**src/rtl/udp_rx_mux.sv**
```systemverilog
// udp_rx_mux: MII Ethernet/IPv4/UDP receiver steering payload to per-port channels, with FCS check, ARP capture and drop count
module udp_rx_mux #(
    parameter logic [47:0] LOCAL_MAC = 48'h000A3501FEC0,
    parameter logic [31:0] LOCAL_IP  = 32'hC0A80002,
    parameter logic [15:0] PORT_BASE = 16'd8080,
    parameter int          NUM_PORTS = 4,
    parameter bit          CHECK_FCS = 1'b1
) (
    input  logic        r_clk,
    input  logic        rst_n,
    input  logic        r_dv,
    input  logic [3:0]  datain,
    output logic [7:0]  rx_data,
    output logic        rx_valid,
    output logic        rx_sop,
    output logic        rx_eop,
    output logic [1:0]  rx_chan,
    output logic [15:0] rx_len,
    output logic        stat_valid,
    output logic        stat_ok,
    output logic        arp_req,
    output logic [47:0] arp_mac,
    output logic [31:0] arp_ip,
    output logic [15:0] cnt_drop
);
    typedef enum logic [3:0] {IDLE, PREAMBLE, ETH_HDR, IP_HDR, UDP_HDR, PAYLOAD, TRAILER, ARP, DISCARD} state_t;
    state_t      state, state_n;
    logic        phase, is_arp, bd, eof, fcs_good, drop;
    logic [3:0]  lo;
    logic [7:0]  b;
    logic [15:0] idx, plen, w16, port_off;
    logic [31:0] crc, crc_n, residue, w32, sh_ip;
    logic [39:0] sh;
    logic [47:0] w48, sh_mac;
    logic [1:0]  chan;

    // header fields are picked off the byte history as their last byte arrives
    always_comb begin
        b        = {datain, lo};
        bd       = r_dv && phase && (state inside {ETH_HDR, IP_HDR, UDP_HDR, PAYLOAD, TRAILER, ARP});
        eof      = !r_dv && state != IDLE;
        w16      = {sh[7:0], b};
        w32      = {sh[23:0], b};
        w48      = {sh, b};
        port_off = w16 - PORT_BASE;
    end

    always_comb begin
        crc_n = crc ^ {24'd0, b};
        for (int i = 0; i < 8; i++) crc_n = crc_n[0] ? (crc_n >> 1) ^ 32'hEDB88320 : crc_n >> 1;
        residue = '0;
        for (int i = 0; i < 32; i++) residue[i] = crc[31-i];
        fcs_good = !CHECK_FCS || residue == 32'hC704DD7B;
    end

    always_ff @(posedge r_clk or negedge rst_n) begin
        if (!rst_n) state <= IDLE;
        else state <= state_n;
    end

    always_comb begin
        state_n = state;
        if (eof) state_n = IDLE;
        else case (state)
            IDLE:     if (r_dv) state_n = PREAMBLE;
            PREAMBLE: state_n = datain == 4'hD ? ETH_HDR : datain == 4'h5 ? PREAMBLE : DISCARD;
            ETH_HDR:  if (bd) begin
                if (idx == 16'd5 && w48 != LOCAL_MAC && w48 != '1) state_n = DISCARD;
                if (idx == 16'd13) state_n = w16 == 16'h0800 ? IP_HDR : w16 == 16'h0806 ? ARP : DISCARD;
            end
            IP_HDR:   if (bd) begin
                if ((idx == 16'd0 && b != 8'h45) || (idx == 16'd7 && w16[13:0] != 14'd0) ||
                    (idx == 16'd9 && b != 8'd17) || (idx == 16'd19 && w32 != LOCAL_IP)) state_n = DISCARD;
                else if (idx == 16'd19) state_n = UDP_HDR;
            end
            UDP_HDR:  if (bd) begin
                if ((idx == 16'd3 && port_off >= 16'(NUM_PORTS)) || (idx == 16'd5 && w16 < 16'd8)) state_n = DISCARD;
                else if (idx == 16'd7) state_n = plen == 16'd0 ? TRAILER : PAYLOAD;
            end
            PAYLOAD:  if (bd && idx == plen - 16'd1) state_n = TRAILER;
            ARP:      if (bd) begin
                if ((idx == 16'd1 && w16 != 16'h0001) || (idx == 16'd3 && w16 != 16'h0800) ||
                    (idx == 16'd7 && w16 != 16'h0001) || (idx == 16'd27 && w32 != LOCAL_IP)) state_n = DISCARD;
                else if (idx == 16'd27) state_n = TRAILER;
            end
            default: ;
        endcase
    end

    // end-of-frame status is decided in the first r_dv-low cycle itself
    always_comb begin
        stat_valid = eof && !is_arp && (state == PAYLOAD || state == TRAILER);
        stat_ok    = stat_valid && state == TRAILER && fcs_good;
        arp_req    = eof && is_arp && state == TRAILER && fcs_good;
        drop       = eof && ((state inside {ETH_HDR, IP_HDR, UDP_HDR, ARP, DISCARD}) || (stat_valid && !stat_ok) ||
                             (is_arp && state == TRAILER && !fcs_good));
    end

    always_ff @(posedge r_clk or negedge rst_n) begin
        if (!rst_n) begin
            phase    <= 1'b0;
            lo       <= '0;
            idx      <= '0;
            sh       <= '0;
            crc      <= '1;
            is_arp   <= 1'b0;
            chan     <= '0;
            plen     <= '0;
            sh_mac   <= '0;
            sh_ip    <= '0;
            rx_data  <= '0;
            rx_valid <= 1'b0;
            rx_sop   <= 1'b0;
            rx_eop   <= 1'b0;
            rx_chan  <= '0;
            rx_len   <= '0;
            arp_mac  <= '0;
            arp_ip   <= '0;
            cnt_drop <= '0;
        end else begin
            phase    <= r_dv && !(state inside {IDLE, PREAMBLE}) ? !phase : 1'b0;
            rx_valid <= 1'b0;
            rx_sop   <= 1'b0;
            rx_eop   <= 1'b0;
            if (r_dv && !phase) lo <= datain;
            idx <= state_n != state ? 16'd0 : bd ? idx + 16'd1 : idx;
            if (bd) sh <= {sh[31:0], b};
            crc <= state == PREAMBLE ? '1 : bd ? crc_n : crc;
            if (state == PREAMBLE) is_arp <= 1'b0;
            else if (state_n == ARP) is_arp <= 1'b1;
            if (state == UDP_HDR && bd && idx == 16'd3) chan <= port_off[1:0];
            if (state == UDP_HDR && bd && idx == 16'd5) plen <= w16 - 16'd8;
            if (state == ARP && bd && idx == 16'd13) sh_mac <= w48;
            if (state == ARP && bd && idx == 16'd17) sh_ip <= w32;
            if (state == PAYLOAD && bd) begin
                rx_valid <= 1'b1;
                rx_data  <= b;
                rx_sop   <= idx == 16'd0;
                rx_eop   <= idx == plen - 16'd1;
                if (idx == 16'd0) begin
                    rx_chan <= chan;
                    rx_len  <= plen;
                end
            end
            if (arp_req) begin
                arp_mac <= sh_mac;
                arp_ip  <= sh_ip;
            end
            if (drop && cnt_drop != 16'hFFFF) cnt_drop <= cnt_drop + 16'd1;
        end
    end
endmodule

```
**config.mk**
```make
export PLATFORM = sky130hd
export DESIGN_NAME = udp_rx_mux
export DESIGN_NICKNAME = d
export VERILOG_FILES = /design/src/rtl/udp_rx_mux.sv
export SDC_FILE = /design/constraint.sdc
export NUM_CORES = 1
export LEC_CHECK = 0
export CAP_MARGIN = 5
export CORE_MARGIN = 5
export CORE_UTILIZATION = 40
export CTS_BUF_LIST = sky130_fd_sc_hd__clkbuf_4 sky130_fd_sc_hd__clkbuf_8
export CTS_CLUSTER_SIZE = 12
export DETAILED_ROUTE_END_ITERATION = 8
export DONT_BUFFER_PORTS = 1
export GPL_TIMING_DRIVEN = 0
export HOLD_SLACK_MARGIN = 0.05
export PLACE_DENSITY_LB_ADDON = 0.15
export SLEW_MARGIN = 25
export SYNTH_ARGS = -nofsm -noshare
export SYNTH_HDL_FRONTEND = slang
export SYNTH_SLANG_ARGS = --single-unit
```
**constraint.sdc**
```tcl
create_clock -name r_clk -period 4.6 [get_ports r_clk]
set_input_delay 0.46 -clock r_clk [delete_from_list [all_inputs] [get_ports r_clk]]
set_output_delay 0.46 -clock r_clk [all_outputs]
set_load 0.02 [all_outputs]
```
==> run_results.csv, run 1 <==
group,metric,value,unit
yosys,async_flop_share,1.00,
route,dr_wl_met2,19200,um
route,drt-total-wl,42700,um
worst_setup_path,path_max_fanout,10,
timing,hold_viol,305,
route,first_pass_iters,5,
yosys,seq_area_frac_synth,0.532,
cts,clock_tree.root_cell,"clkbuf_8",
global_routing,gr-usage-all-layers,0.205,
run,max-cap-violations,0,
worst_setup_path,regToRegStartpoint,"idx[9]",
layout,mostFrequentLayoutCell,"nand2_1",
yosys,syn_avg_cell_area,9.88,um2
layout,final_area,0.0170,mm2
min_path,min_path_type,"primary input to async pin",
timing,tns,0,ps
cts,clk_pin_slew_worst_paths,60,ps
floorplan,io_pins,135,
cts,post_cts_buffers,0,
place,place.gp.congestion,0.918,
yosys,synthDistinctLibCells,72,
timing,setup-violations-final,0,
route,dr.max_layer_used,"met4",
floorplan,core-area,0.0376,mm2
worst_setup_path,required,4140,ps
yosys,synthTopCellsByArea,"dfrtp_1, nand2_1, mux2_2",
timing,period_share,0.921,
timing,rsz0062_at_grt,"false",
timing,worst_pin_slew,1050,ps
floorplan,die_y,205,um
yosys,synth_flop_cell,"dfrtp_1",
global_routing,grt_pass1_wl,67400,um
pwr,powerDensity,384,mW/mm2
layout,n_antenna_cell,0,
worst_setup_path,startpoint,"state[2]",
route,wl_per_cell,19.9,um
timing,worst_slew_margin_rel,0.298,
floorplan,start_util,0.404,
place,dp.final_hpwl,29900,um
yosys,synthDominantCellAreaShare,0.476,
route,vias,11300,
layout,area_growth,12.2,%
floorplan,die_width,205,um
cts,cts_htree_levels,2,
global_routing,grt_antenna_before_repair,0,
yosys,ys_warn_count,0,
yosys,yosys.area.top_type,"dfrtp_1",
route,route.met3.wl,2960,um
status,outcome,"finished, violations left",
timing,hold_ws,-466,ps
route,route.detailed.drc,0,
timing,slew_violations,0,
place,place_area,0.0158,mm2
route,routedLengthMet1,19300,um
worst_setup_path,crit_type,"flop to primary output",
layout,layout_common_cells,"nand2_1, dfrtp_1, mux2_2",
timing,max_freq,236,MHz
worst_setup_path,end_kind,"primary output",
floorplan,rows,71,
yosys,synth_area,0.0152,mm2
status,violations,"hold timing",
cts,cts_tree,"yes",
yosys,synth-seq-cells,321,
yosys,synth_fp_nets,1550,
layout,nets,1607,
pwr,irDropWorstVdd,0.247,mV
timing,fin_crit,4230,ps
cts,cts_made_buffers,55,
pwr,power_leakage,8.02,nW
global_routing,gr-total-overflow,0,
yosys,synth-edff-count,0,
route,viasPerCell,5.27,
layout,drive_above_1_share,0.163,
route,antenna_left,0,
global_routing,grt_pass1_vias,11400,
place,io_buffers,0,
route,initialDrtViolationCount,780,
worst_setup_path,cp_data_arrival_time,3770,ps
cts,clock_path_buffers,3,
cts,clock_latency,650,ps
worst_setup_path,startpoint_type,"flop",
floorplan,die_area,0.0419,mm2
yosys,synthCells,1537,
timing,skew,30.3,ps
global_routing,grt_max_degree,322,
cts,cts.sinks,321,
cells in the mapped netlist, types with 4 or more instances:
cell type,number
nor4b_1,6
nor2b_1,9
o22ai_1,5
dfstp_2,32
nand2_1,461
and4_1,9
xnor2_1,88
mux2_2,98
nor2_1,48
or4_1,8
a21o_1,4
dfrtp_1,289
nor4_1,27
nor3_1,49
and2_1,5
nand4b_1,4
o211ai_1,4
nand3_1,25
buf_1,6
and3_1,12
nand4_1,37
o31ai_1,5
and4b_1,4
nor3_2,10
xor2_1,42
clkbuf_1,79
nand2b_1,6
a21oi_1,38
o21ai_0,27
or4_4,4
a31oi_1,6
nor3b_1,8
ha_1,6
inv_1,15
buf_2,4
final timing paths:
path | slack (ps) | cells past startpoint | to
worst max register to register | 620 | 10 | idx[7]
worst min-delay path | -470 | 0 | rx_len[0]
min in group r_clk | 270 | 3 | phase
max in group asynchronous | 4230 | 0 | arp_mac[30]
worst min register to register | 460 | 2 | arp_ip[28]
worst max-delay path | 370 | 7 | arp_req
state kept, by name (all words and copies together), names as in the netlist:
| signal | count |
|---|---|
| rx_chan | 2 |
| sh | 40 |
| arp_ip | 32 |
| sh_ip | 32 |
| sh_mac | 48 |
| rx_data | 8 |
| phase | 1 |
| state | 4 |
| chan | 2 |
| cnt_drop | 16 |
| rx_sop | 1 |
| rx_eop | 1 |
| rx_len | 16 |
| idx | 16 |
| rx_valid | 1 |
| is_arp | 1 |
| crc | 32 |
| plen | 16 |
| lo | 4 |
| arp_mac | 48 |
layer usage:
| metal | vias up | global-route usage |
|---|---|---|
| met5 | - | 0 |
| met4 | 0 | 0.0696 |
| met3 | 85 | 0.0571 |
| met2 | 310 | 0.313 |
| met1 | 5562 | 0.284 |
| li1 | 5352 | - |
worst max-delay path, cell delays in order (launching register included):
cell      delay [ps]
dfrtp_1          320
clkbuf_1         310
clkbuf_1         400
nor3_1           130
a21oi_1          570
nand3_1          230
nor2_2           550
clkbuf_1         610
layout make-up:
cell class              count  area, um2
well taps                 511        639
clock inverters            12        110
inverters                  15       56.3
clock buffers              87       1090
fillers                  3608      20500
multi-input cells        1108       6690
plain buffers              93        382
flip-flops and latches    321       8070
through the flow:
step           setup slack, ps  utilization  instances  total power (W)  hold WS, ps
5_1_grt                   7.59        0.453       2147          0.00683         -526
3_3_place_gp               610        0.421       2048          0.00381          177
6_report                   365        0.453       2147          0.00654         -466
4_1_cts                   85.4        0.453       2147          0.00662         -529
2_1_floorplan             1330            -       1537          0.00357          164
3_5_place_dp               611        0.421       2048          0.00381          178
report_power, final:
| group | leakage (nW) | internal [W] | switching (W) | total, W |
|---|---|---|---|---|
| Clock | 0.642 | 0.00157 | 0.00120 | 0.00277 |
| Combinational | 3.01 | 0.000285 | 0.000576 | 0.000861 |
| Sequential | 4.36 | 0.00285 | 0.0000528 | 0.00291 |
| Total | 8.02 | 0.00471 | 0.00183 | 0.00654 |
repair_timing:
action,CTS,global route
hold endpoints to repair,321,321
setup endpoints to repair,0,0
gates resized for setup,0,0
kinds of logic after synthesis:
family / after synthesis / share of synthesized area
AND/OR/NAND/NOR: 750 / 0.231
flip-flops: 321 / 0.532
XOR/XNOR: 130 / 0.0750
AO/OA/AOI/OAI: 121 / 0.0535
buffers and inverters: 108 / 0.0288
multiplexers: 101 / 0.0747
adder cells (fa/ha/maj): 6 / 0.00495
No activity file was read; power rests on OpenSTA's default activity.
==> run 2: changes to the inputs <==
- DONT_BUFFER_PORTS: 1 -> not set
==> run_results.csv, run 2 (synthesized netlist as in run 1, its figures left out) <==
group,metric,value,unit
status,outcome,"finished clean",
timing,slew_violations,0,
route,route.detailed.drc,0,
global_routing,grt_pass1_vias,11900,
cts,clock_latency,630,ps
route,drt-total-wl,43400,um
global_routing,grt_max_degree,89,
pwr,seqPwrFrac,0.436,
layout,area_growth,21.7,%
layout,nets,1743,
pwr,p_int,0.00480,W
worst_setup_path,regToRegStartpoint,"idx[9]",
layout,drive_above_1_share,0.152,
timing,fin_crit,4290,ps
worst_setup_path,startpoint_type,"flop",
worst_setup_path,reg2reg_to,"idx[1]",
worst_setup_path,critPathMaxStageDelay,730,ps
timing,skew,22.7,ps
route,dr.max_layer_used,"met4",
pwr,p_clk_frac,0.423,
floorplan,die_area,0.0419,mm2
pwr,swShare,0.277,
cts,clock_path_buffers,3,
place,dp_slack,105,ps
worst_setup_path,end_kind,"primary output",
route,viasPerCell,5.23,
timing,hold_viol,0,
global_routing,grt_antenna_before_repair,1,
route,vias,11900,
route,dr_wl_met2,19700,um
timing,setup-violations-final,0,
cts,cts_tree,"yes",
timing,rsz0062_at_grt,"false",
route,routedLengthMet1,20400,um
route,wl_per_cell,19.0,um
layout,register_area,0.00807,mm2
layout,layout_common_cells,"nand2_1, dfrtp_1, clkdlybuf4s50_1",
place,place.gp.congestion,0.918,
run,max-cap-violations,0,
layout,finalNonFillerCells,2283,
min_path,min_path_type,"primary input to flop",
worst_setup_path,cp_slowest_cell,"clkdlybuf4s50_1",
min_path,holdPathStages,3,
min_path,min_to,"phase",
cts,cts.sinks,321,
timing,worst_pin_slew,1010,ps
layout,mostFrequentLayoutCell,"nand2_1",
timing,layout_setup_ws,306,ps
floorplan,rows,71,
floorplan,die_width,205,um
route,first_pass_iters,5,
cts,cts_made_buffers,55,
pwr,powerDensity,359,mW/mm2
worst_setup_path,crit_top_cell,"clkbuf_1",
route,antenna_left,0,
min_path,hp-start,"r_dv",
pwr,p_sw,0.00184,W
cts,clk_pin_slew_worst_paths,60,ps
layout,top_regs,"arp_mac (48), sh_mac (48), sh (40)",
cts,clock_tree.root_cell,"clkbuf_8",
floorplan,io_pins,135,
floorplan,die_y,205,um
worst_setup_path,crit_type,"flop to primary output",
timing,period_share,0.934,
worst_setup_path,r2r_slack,570,ps
pwr,irDropWorstVdd,0.240,mV
worst_setup_path,cp_cell_sequence,"clkbuf_1, clkbuf_1, nor2b_1, nand2_1, nor3_1, nand3_1, nor2_4, clkdlybuf4s50_1",
worst_setup_path,required,4140,ps
worst_setup_path,reg2reg_depth,10,
place,dpl.cell_count,2184,
route,initialDrtViolationCount,890,
pwr,power_leakage,8.51,nW
floorplan,core-area,0.0376,mm2
floorplan,start_util,0.404,
cts,cts_htree_levels,2,
worst_setup_path,cp_data_arrival_time,3830,ps
global_routing,grt_pass1_wl,69300,um
route,route.met3.wl,2470,um
global_routing,gr-usage-all-layers,0.209,
place,dp.final_hpwl,30700,um
timing,max_freq,233,MHz
pwr,combinationalPowerShare,0.142,
layout,num-fill-cells,3611,
timing,worst_slew_margin_rel,0.323,
global_routing,gr-total-overflow,0,
place,io_buffers,133,
layout,multi_input_area,0.00670,mm2
worst_setup_path,path_max_fanout,18,
-- run 2: per-layer routing --
metal / vias up / track usage
met5: - / 0
met4: 0 / 0.0565
met3: 62 / 0.0465
met2: 321 / 0.321
met1: 5908 / 0.301
li1: 5647 / -
-- run 2: per-stage QoR --
| step | utilization | total power (W) | area (um2) | hold WS [ps] | TNS (ps) |
|---|---|---|---|---|---|
| global placement | 0.456 | 0.00387 | 17200 | 453 | -3411820 |
| detailed placement | 0.459 | 0.00388 | 17300 | 455 | 0 |
| finish | 0.492 | 0.00664 | 18500 | 244 | 0 |
| floorplan | - | 0.00357 | 15200 | 164 | 0 |
| global route | 0.492 | 0.00694 | 18500 | 282 | 0 |
| CTS | 0.491 | 0.00672 | 18500 | 190 | 0 |
-- run 2: worst max-delay path, delay by kind of cell, from the launching register on --
family	cells	cell delay, ps
simple gates	5	1470
buf+inv	3	1430
flops	1	310
-- run 2: how the worst max path moves through the flow --
stage / from / cells after the start / slack (ps) / end
floorplan: plen[3] / 11 / 1330 / idx[0]
global placement: rst_n / 1 / -11100 / arp_mac[32]
detailed placement: datain[0] / 11 / 100 / idx[1]
CTS: state[2] / 8 / 250 / arp_req
global route: state[2] / 7 / 20 / arp_req
finish: state[2] / 8 / 310 / arp_req
-- run 2: area by class of cell --
cell class	instances	share of cell area
sequential	321	0.437
multi-input combinational	1108	0.362
timing repair buffer	137	0.0773
clock buffer	82	0.0550
tap	511	0.0346
buffer	92	0.0205
clock inverter	16	0.0101
inverter	15	0.00305
antenna	1	0.000135
-- run 2: repair_timing --
item                                    in CTS  in global routing
hold buffers                                 1                  0
endpoints found under the setup margin       1                  0
setup buffers                                0                  0
endpoints found under the hold margin       76                  0
resized for setup                            2                  0
-- run 2: power by group through the flow --
stage	Clock, W	Sequential, W	Combinational, W
2_1_floorplan	0	0.00294	0.000628
3_3_place_gp	0	0.00294	0.000927
3_5_place_dp	0	0.00294	0.000936
4_1_cts	0.00289	0.00289	0.000942
5_1_grt	0.00302	0.00290	0.00102
6_report	0.00280	0.00289	0.000940
